`src/rtl/bp_be_commit_monitor.sv`:
```
// Multi-core commit-trace monitor: classifies commit events, keeps per-core counters,
// detects finish stores, runs a no-progress watchdog and queues trace records.
module bp_be_commit_monitor #(
  parameter int num_core_p        = 2,
  parameter int vaddr_width_p     = 39,
  parameter int instr_width_p     = 32,
  parameter int dword_width_p     = 64,
  parameter int cnt_width_p       = 32,
  parameter int fifo_els_p        = 8,
  parameter int watchdog_cycles_p = 1024,
  parameter logic [dword_width_p-1:0] finish_addr_p = 'hC00DEAD0,
  localparam int core_w_lp = (num_core_p > 1) ? $clog2(num_core_p) : 1
) (
  input  logic                                   clk_i,
  input  logic                                   reset_i,
  input  logic [num_core_p-1:0]                  commit_v_i,
  input  logic [3*num_core_p-1:0]                commit_kind_i,
  input  logic [vaddr_width_p*num_core_p-1:0]    commit_pc_i,
  input  logic [instr_width_p*num_core_p-1:0]    commit_instr_i,
  input  logic [num_core_p-1:0]                  store_v_i,
  input  logic [dword_width_p*num_core_p-1:0]    store_addr_i,
  input  logic [dword_width_p*num_core_p-1:0]    store_data_i,
  output logic                                   trace_v_o,
  input  logic                                   trace_ready_i,
  output logic [core_w_lp-1:0]                   trace_core_o,
  output logic [2:0]                             trace_kind_o,
  output logic [vaddr_width_p-1:0]               trace_pc_o,
  output logic [instr_width_p-1:0]               trace_instr_o,
  output logic [cnt_width_p*num_core_p-1:0]      cmt_cnt_o,
  output logic [cnt_width_p*num_core_p-1:0]      bub_cnt_o,
  output logic [cnt_width_p-1:0]                 drop_cnt_o,
  output logic                                   done_o,
  output logic                                   pass_o,
  output logic                                   fail_o,
  output logic                                   err_o,
  output logic                                   timeout_o,
  output logic [15:0]                            test_num_o,
  output logic [core_w_lp-1:0]                   done_core_o
);
  localparam int ptr_w_lp = $clog2(fifo_els_p);
  localparam int wd_w_lp  = $clog2(watchdog_cycles_p + 1);

  logic [1:0]                  r_warm;
  logic [num_core_p-1:0]       r_booted;
  logic [core_w_lp-1:0]        r_rr_ptr;
  logic [cnt_width_p-1:0]      r_cmt [num_core_p];
  logic [cnt_width_p-1:0]      r_bub [num_core_p];
  logic [cnt_width_p-1:0]      r_drop;
  logic [wd_w_lp-1:0]          r_wd;
  logic                        r_done, r_pass, r_fail, r_err, r_timeout;
  logic [15:0]                 r_test_num;
  logic [core_w_lp-1:0]        r_done_core;
  logic [ptr_w_lp:0]           r_wr_ptr, r_rd_ptr;
  logic [core_w_lp-1:0]        r_mem_core  [fifo_els_p];
  logic [2:0]                  r_mem_kind  [fifo_els_p];
  logic [vaddr_width_p-1:0]    r_mem_pc    [fifo_els_p];
  logic [instr_width_p-1:0]    r_mem_instr [fifo_els_p];

  logic                        w_active;
  logic [num_core_p-1:0]       w_rec_req, w_cmt, w_bub, w_boot, w_fin;
  logic [cnt_width_p-1:0]      w_req_cnt, w_drop_inc;
  logic [cnt_width_p:0]        w_drop_sum;
  logic                        w_gnt_v;
  logic [core_w_lp-1:0]        w_gnt_id;
  logic [2:0]                  w_gnt_kind;
  logic [vaddr_width_p-1:0]    w_gnt_pc;
  logic [instr_width_p-1:0]    w_gnt_instr;
  logic                        w_fin_any;
  logic [core_w_lp-1:0]        w_fin_id;
  logic [31:0]                 w_fin_data;
  logic [ptr_w_lp:0]           w_occ;
  logic                        w_deq, w_full, w_enq;
  logic                        w_wd_hit;
  logic                        w_unused;

  assign w_active = (r_warm == 2'd3) && !r_done;

  always_comb begin
    w_rec_req   = '0;
    w_cmt       = '0;
    w_bub       = '0;
    w_boot      = '0;
    w_fin       = '0;
    w_req_cnt   = '0;
    for (int c = 0; c < num_core_p; c++) begin
      if (w_active && commit_v_i[c]) begin
        w_rec_req[c] = (commit_kind_i[3*c +: 3] <= 3'd3);
        w_boot[c]    = w_rec_req[c];
        w_cmt[c]     = (commit_kind_i[3*c +: 3] == 3'd0);
        w_bub[c]     = r_booted[c] && (commit_kind_i[3*c +: 3] >= 3'd4)
                       && (commit_kind_i[3*c +: 3] <= 3'd6);
        w_fin[c]     = w_cmt[c] && store_v_i[c]
                       && (store_addr_i[dword_width_p*c +: dword_width_p] == finish_addr_p);
      end
      w_req_cnt = w_req_cnt + cnt_width_p'(w_rec_req[c]);
    end
  end

  // Round-robin: search starts at the pointer and wraps; first requester wins.
  always_comb begin
    w_gnt_v     = 1'b0;
    w_gnt_id    = '0;
    w_gnt_kind  = '0;
    w_gnt_pc    = '0;
    w_gnt_instr = '0;
    for (int k = 0; k < num_core_p; k++) begin
      for (int c = 0; c < num_core_p; c++) begin
        if (!w_gnt_v && w_rec_req[c] && (c == (int'(r_rr_ptr) + k) % num_core_p)) begin
          w_gnt_v     = 1'b1;
          w_gnt_id    = core_w_lp'(c);
          w_gnt_kind  = commit_kind_i[3*c +: 3];
          w_gnt_pc    = commit_pc_i[vaddr_width_p*c +: vaddr_width_p];
          w_gnt_instr = commit_instr_i[instr_width_p*c +: instr_width_p];
        end
      end
    end
  end

  always_comb begin
    w_fin_any  = |w_fin;
    w_fin_id   = '0;
    w_fin_data = '0;
    for (int c = num_core_p - 1; c >= 0; c--) begin
      if (w_fin[c]) begin
        w_fin_id   = core_w_lp'(c);
        w_fin_data = store_data_i[dword_width_p*c +: 32];
      end
    end
  end

  assign w_unused = ^store_data_i;

  assign trace_v_o  = (r_wr_ptr != r_rd_ptr);
  assign w_occ      = r_wr_ptr - r_rd_ptr;
  assign w_deq      = trace_v_o && trace_ready_i;
  assign w_full     = (w_occ == (ptr_w_lp + 1)'(fifo_els_p)) && !w_deq;
  assign w_enq      = w_gnt_v && !w_full;
  assign w_drop_inc = w_enq ? (w_req_cnt - cnt_width_p'(1)) : w_req_cnt;
  assign w_drop_sum = {1'b0, r_drop} + {1'b0, w_drop_inc};

  assign w_wd_hit = !r_done && (|r_booted) && !(|w_cmt)
                    && (r_wd == wd_w_lp'(watchdog_cycles_p - 1));

  always_ff @(posedge clk_i or posedge reset_i) begin
    if (reset_i) begin
      r_warm      <= '0;
      r_booted    <= '0;
      r_rr_ptr    <= '0;
      r_drop      <= '0;
      r_wd        <= '0;
      r_done      <= 1'b0;
      r_pass      <= 1'b0;
      r_fail      <= 1'b0;
      r_err       <= 1'b0;
      r_timeout   <= 1'b0;
      r_test_num  <= '0;
      r_done_core <= '0;
      for (int c = 0; c < num_core_p; c++) begin
        r_cmt[c] <= '0;
        r_bub[c] <= '0;
      end
    end else begin
      if (r_warm != 2'd3) r_warm <= r_warm + 2'd1;
      r_booted <= r_booted | w_boot;
      for (int c = 0; c < num_core_p; c++) begin
        if (w_cmt[c] && (r_cmt[c] != '1)) r_cmt[c] <= r_cmt[c] + 1'b1;
        if (w_bub[c] && (r_bub[c] != '1)) r_bub[c] <= r_bub[c] + 1'b1;
      end
      if (w_gnt_v)
        r_rr_ptr <= (w_gnt_id == core_w_lp'(num_core_p - 1)) ? '0 : w_gnt_id + 1'b1;
      r_drop <= w_drop_sum[cnt_width_p] ? '1 : w_drop_sum[cnt_width_p-1:0];
      if (|w_cmt) r_wd <= '0;
      else if (!r_done && (|r_booted)) r_wd <= r_wd + 1'b1;
      if (w_fin_any) begin
        r_done      <= 1'b1;
        r_pass      <= (w_fin_data[31:16] == 16'h0000);
        r_fail      <= (w_fin_data[31:16] == 16'hFFFF);
        r_err       <= (w_fin_data[31:16] != 16'h0000) && (w_fin_data[31:16] != 16'hFFFF);
        r_test_num  <= w_fin_data[15:0];
        r_done_core <= w_fin_id;
      end else if (w_wd_hit) begin
        r_done    <= 1'b1;
        r_timeout <= 1'b1;
      end
    end
  end

  always_ff @(posedge clk_i or posedge reset_i) begin
    if (reset_i) begin
      r_wr_ptr <= '0;
      r_rd_ptr <= '0;
      for (int i = 0; i < fifo_els_p; i++) begin
        r_mem_core[i]  <= '0;
        r_mem_kind[i]  <= '0;
        r_mem_pc[i]    <= '0;
        r_mem_instr[i] <= '0;
      end
    end else begin
      if (w_enq) begin
        r_mem_core[r_wr_ptr[ptr_w_lp-1:0]]  <= w_gnt_id;
        r_mem_kind[r_wr_ptr[ptr_w_lp-1:0]]  <= w_gnt_kind;
        r_mem_pc[r_wr_ptr[ptr_w_lp-1:0]]    <= w_gnt_pc;
        r_mem_instr[r_wr_ptr[ptr_w_lp-1:0]] <= w_gnt_instr;
        r_wr_ptr <= r_wr_ptr + 1'b1;
      end
      if (w_deq) r_rd_ptr <= r_rd_ptr + 1'b1;
    end
  end

  assign trace_core_o  = r_mem_core[r_rd_ptr[ptr_w_lp-1:0]];
  assign trace_kind_o  = r_mem_kind[r_rd_ptr[ptr_w_lp-1:0]];
  assign trace_pc_o    = r_mem_pc[r_rd_ptr[ptr_w_lp-1:0]];
  assign trace_instr_o = r_mem_instr[r_rd_ptr[ptr_w_lp-1:0]];

  always_comb begin
    cmt_cnt_o = '0;
    bub_cnt_o = '0;
    for (int c = 0; c < num_core_p; c++) begin
      cmt_cnt_o[cnt_width_p*c +: cnt_width_p] = r_cmt[c];
      bub_cnt_o[cnt_width_p*c +: cnt_width_p] = r_bub[c];
    end
  end

  assign drop_cnt_o  = r_drop;
  assign done_o      = r_done;
  assign pass_o      = r_pass;
  assign fail_o      = r_fail;
  assign err_o       = r_err;
  assign timeout_o   = r_timeout;
  assign test_num_o  = r_test_num;
  assign done_core_o = r_done_core;

endmodule

```
`config.mk`:
```
export PLATFORM = sky130hd
export DESIGN_NAME = bp_be_commit_monitor
export DESIGN_NICKNAME = d
export VERILOG_FILES = /design/src/rtl/bp_be_commit_monitor.sv
export SDC_FILE = /design/constraint.sdc
export NUM_CORES = 2
export LEC_CHECK = 0
export BUFFER_PORTS_ARGS = -buffer_cell sky130_fd_sc_hd__buf_2
export CORE_MARGIN = 2
export CORE_UTILIZATION = 45
export CTS_CLUSTER_SIZE = 25
export DETAILED_ROUTE_END_ITERATION = 12
export PLACE_DENSITY = 0.66
export SKIP_CTS_REPAIR_TIMING = 1
export SYNTH_ARGS = -nofsm -noshare
export SYNTH_HDL_FRONTEND = slang
export SYNTH_SLANG_ARGS = --single-unit
```
`constraint.sdc`:
```
create_clock -name clk_i -period 38.9 [get_ports clk_i]
set_input_delay 11.67 -clock clk_i [delete_from_list [all_inputs] [get_ports clk_i]]
set_output_delay 11.67 -clock clk_i [all_outputs]
set_load 0.05 [all_outputs]
```
==> impl_metrics.prom <==
# TYPE chip_impl_metric gauge
chip_impl_metric{name="routed_wire_length_per_instance",unit="microns"} 21.47
chip_impl_info{name="hold_start",value="timeout_o"} 1
chip_impl_info{name="path_cells",value="buf_2 > nand3b_1 > nand2_1 > o21a_4 > xor2_1 > ha_1 > inv_1 > fa_1 > nor2b_1 > o31a_1 > o211a_1 > o2111ai_2 > a211oi_1 > o31ai_4 > buf_4 > o211ai_1"} 1
chip_impl_metric{name="power_per_cell_area",unit="nW/um^2"} 77.52
chip_impl_info{name="synth_top_cells_by_count",value="806 x dfrtp_1, 495 x mux2_2, 303 x nand2_1, 150 x mux4_2, 107 x nor2_1"} 1
chip_impl_metric{name="place_ws",unit="ns"} 22.70
chip_impl_metric{name="setup_tns_after_final_layout",unit="ns"} 0
chip_impl_metric{name="clock_sink_count",unit=""} 806
chip_impl_metric{name="dr_pass1_iterations",unit=""} 6
chip_impl_metric{name="grt_start_max_net_pins",unit=""} 171
chip_impl_metric{name="cts-root-to-sink-buffers",unit=""} 3
chip_impl_metric{name="effective_utilization_at_floorplan",unit="%"} 45.34
chip_impl_metric{name="cp_max_fo",unit=""} 32
chip_impl_metric{name="slew_headroom",unit="%"} -70.94
chip_impl_info{name="hold_path_class",value="register to register"} 1
chip_impl_metric{name="setup_viol",unit=""} 0
chip_impl_metric{name="final_core_util",unit="%"} 53.47
chip_impl_info{name="cts_root_buffer",value="clkbuf_16"} 1
chip_impl_metric{name="syn_to_final_growth",unit="%"} 17.93
chip_impl_metric{name="worstMarginPinSlew",unit="ns"} 2.564
chip_impl_metric{name="floorplan.die_area",unit="sq um"} 89790
chip_impl_metric{name="design.final.nets",unit=""} 4010
chip_impl_metric{name="synth_warn",unit=""} 0
chip_impl_metric{name="cpPeakStageDelay",unit="ns"} 0.65
chip_impl_info{name="worstSetupEndpointType",value="register"} 1
chip_impl_metric{name="post_synth_instance_area",unit="sq um"} 39330
chip_impl_metric{name="synth_cell_types",unit=""} 85
chip_impl_metric{name="cts-htree-levels",unit=""} 3
chip_impl_metric{name="core.rowCount",unit=""} 108
chip_impl_info{name="critical_path_source_type",value="primary input"} 1
chip_impl_info{name="layer_with_the_highest_usage_after_global_routing",value="met2"} 1
chip_impl_metric{name="place.detailed.hpwl",unit="microns"} 65080
chip_impl_metric{name="fin_skew",unit="ns"} 0.02890
chip_impl_metric{name="postSynthCellCount",unit=""} 2956
chip_impl_metric{name="initialDrtViolationCount",unit=""} 1529
chip_impl_metric{name="place.port_buffers",unit=""} 604
chip_impl_metric{name="ff2ff_setup_slack",unit="ns"} 32.12
chip_impl_metric{name="globalRouteMet2Util",unit="%"} 37.32
chip_impl_metric{name="tritoncts.num_buffers",unit=""} 89
chip_impl_metric{name="layout_worst_path_cycle_share",unit="%"} 39.82
chip_impl_metric{name="post_dp_cell_area",unit="sq um"} 43450
chip_impl_metric{name="power.leakage",unit="nW"} 22.64
chip_impl_metric{name="grt_antenna_before_repair",unit=""} 9
chip_impl_metric{name="multi_input_area",unit="sq um"} 18430
chip_impl_info{name="whs_endpoint",value="timeout_o"} 1
chip_impl_metric{name="finalCriticalPeriod",unit="ns"} 15.49
chip_impl_metric{name="core_region_area",unit="sq um"} 86750
chip_impl_metric{name="first_global_vias",unit=""} 27010
chip_impl_info{name="r2r_start",value="r_rd_ptr[2]"} 1
chip_impl_metric{name="timing.max_cap.violations",unit=""} 0
chip_impl_metric{name="fillerInstances",unit=""} 7401
chip_impl_metric{name="floorplan.die.width",unit="microns"} 299.6
chip_impl_metric{name="timing_max_transition_violations_final",unit=""} 33
chip_impl_metric{name="antenna_violating_nets_post_route",unit=""} 0
chip_impl_metric{name="vdd.ir_drop.worst",unit="mV"} 0.05934
chip_impl_info{name="most_frequently_used_flop_master_after_synthesis",value="dfrtp_1"} 1
chip_impl_metric{name="clk_pin_slew",unit="ns"} 0.06
chip_impl_metric{name="clock_insertion_delay_worst_skew",unit="ns"} 0.66
chip_impl_info{name="critical-path-slowest-cell",value="a211oi_1"} 1
chip_impl_metric{name="wl",unit="microns"} 102600
chip_impl_metric{name="synth-edff-count",unit=""} 0
chip_impl_metric{name="reg2regPathDepth",unit=""} 18
chip_impl_metric{name="seqCellArea",unit="sq um"} 20180
chip_impl_metric{name="wire_length_of_the_first_global_routing_pass",unit="microns"} 159800
chip_impl_metric{name="dr_total_vias",unit=""} 26520
chip_impl_metric{name="synth_top_cell_area_share",unit="%"} 51.28
chip_impl_metric{name="io-pin-count",unit=""} 669
chip_impl_metric{name="globalRouteMet3Util",unit="%"} 3.494
chip_impl_metric{name="async_flop_share",unit="%"} 100.0
chip_impl_metric{name="yosysSeqAreaShare",unit="%"} 51.28
chip_impl_info{name="netlist_top_cells_area",value="dfrtp_1 51%, mux2_2 14%, mux4_2 8.6%"} 1
chip_impl_info{name="rsz0062_at_grt",value="false"} 1
chip_impl_metric{name="worstPathRequired",unit="ns"} 39.45
chip_impl_metric{name="finalWeightedCongestion",unit=""} 0.9114
chip_impl_info{name="result_of_the_run",value="complete, but fails checks"} 1
chip_impl_info{name="violations_in_the_final_reports",value="slew limit"} 1
chip_impl_metric{name="hold_vio_cnt_final",unit=""} 0
chip_impl_info{name="synth_top_area_cell",value="dfrtp_1"} 1
chip_impl_metric{name="max_freq",unit="MHz"} 64.56
chip_impl_info{name="criticalPathCategory",value="primary input to register"} 1
chip_impl_metric{name="post-route-worst-setup-slack",unit="ns"} 23.41
chip_impl_info{name="synth_most_common_cell",value="dfrtp_1"} 1
chip_impl_metric{name="die_h",unit="microns"} 299.6
chip_impl_metric{name="hold_path_depth",unit=""} 1
chip_impl_info{name="reg2reg_to",value="drop_cnt_o[30]"} 1
chip_impl_metric{name="grt_overflow_total",unit=""} 0
chip_impl_metric{name="ys_seq_elements",unit=""} 806
chip_impl_metric{name="groute.layer.met1.usage",unit="%"} 31.20
chip_impl_metric{name="layout-drive-gt1-share",unit="%"} 43.03
chip_impl_metric{name="track_usage",unit="%"} 22.80
chip_impl_metric{name="route.detailed.vias_per_inst",unit=""} 5.553
chip_impl_metric{name="number_of_design_rule_violations_left_after_detail_routing",unit=""} 0
chip_impl_info{name="clock_tree_from_tritoncts",value="done"} 1
chip_impl_metric{name="critPathArrivalTime",unit="ns"} 16.04
chip_impl_metric{name="layout.cell_area.non_filler",unit="sq um"} 46390
chip_impl_metric{name="postSynthAreaPerCell",unit="sq um"} 13.31
chip_impl_metric{name="hold_slack",unit="ns"} 0.4621
==> power by group <==
group	total, mW	internal, mW	switching, mW	leakage, nW
registers	1.27	1.11	0.167	10.6
clock network	0.845	0.491	0.353	1.44
logic	1.48	0.629	0.848	10.6
total	3.60	2.23	1.37	22.6
==> metrics by stage <==
stage	std cells	power, mW
2_1_floorplan	2985	2.406
3_3_place_gp	4618	2.735
3_5_place_dp	4618	2.768
4_1_cts	4773	3.628
5_1_grt	4775	3.796
6_report	4776	3.596
==> registers in the layout (all words and copies together) (netlist names), 2 cells and up <==
name,flops
cmt_cnt_o,64
r_mem_pc,312
r_mem_kind,24
drop_cnt_o,32
r_mem_core,8
r_booted,2
bub_cnt_o,64
r_mem_instr,256
r_wd,11
r_wr_ptr,4
r_rd_ptr,4
test_num_o,16
r_warm,2
==> cells in the final DEF, fill, tap and decap left out, types with 30 or more instances in the layout <==
cell | Yosys | final
dfrtp_1 | 806 | 803
buf_2 | 49 | 604
mux2_2 | 495 | 495
nand2_1 | 303 | 303
mux4_2 | 150 | 150
nor2_1 | 107 | 106
xnor2_1 | 102 | 102
mux2_4 | 98 | 98
clkbuf_16 | 0 | 89
nand3_1 | 83 | 83
a22o_1 | 73 | 73
nand4_1 | 64 | 64
xor2_1 | 60 | 60
a21oi_1 | 54 | 53
ha_1 | 44 | 44
nor4_1 | 40 | 40
conb_1 | 1 | 30
==> final cells by class <==
class                      count  share of cell area [%]
antenna                        3                 0.01618
clock buffer                 118                   5.360
clock inverter                37                  0.9522
inverter                      25                  0.2212
multi-input combinational   1997                   39.73
sequential                   806                   43.51
tap                         1155                   3.115
timing repair buffer         635                   7.100
==> worst max-delay path by stage <==
stage,startpoint,end,slack [ns],cells after the start
floorplan,reset_i,bub_cnt_o[0],4.59,1
global placement,commit_kind_i[2],drop_cnt_o[26],22.78,16
detailed placement,commit_kind_i[2],drop_cnt_o[26],22.70,16
CTS,commit_kind_i[2],drop_cnt_o[30],23.36,16
global route,commit_kind_i[2],drop_cnt_o[30],22.98,16
finish,commit_kind_i[2],drop_cnt_o[30],23.41,16
==> per-layer routing <==
metal	vias up	wire [microns]	share of wire, %
met5	-	0	0
met4	0	3289	3.2
met3	157	4738	4.6
met2	639	49220	48
met1	13680	45320	44
li1	12050	-	-
==> logic make-up after synthesis <==
group           synth area share [%]
mux                            26.93
other cells                 0.009534
fa+ha+maj                      1.451
simple gates                   9.629
compound gates                 4.622
flops                          51.28
xor+xnor                       3.690
buf+inv                        2.386
==> worst max-delay path: cells and delay by family <==
kind,cells,cell delay [ns]
compound gates,7,1.84
xor+xnor,1,0.27
fa+ha+maj,2,0.64
buf+inv,3,0.44
simple gates,3,1.15
No activity file was read; power rests on OpenSTA's default activity.
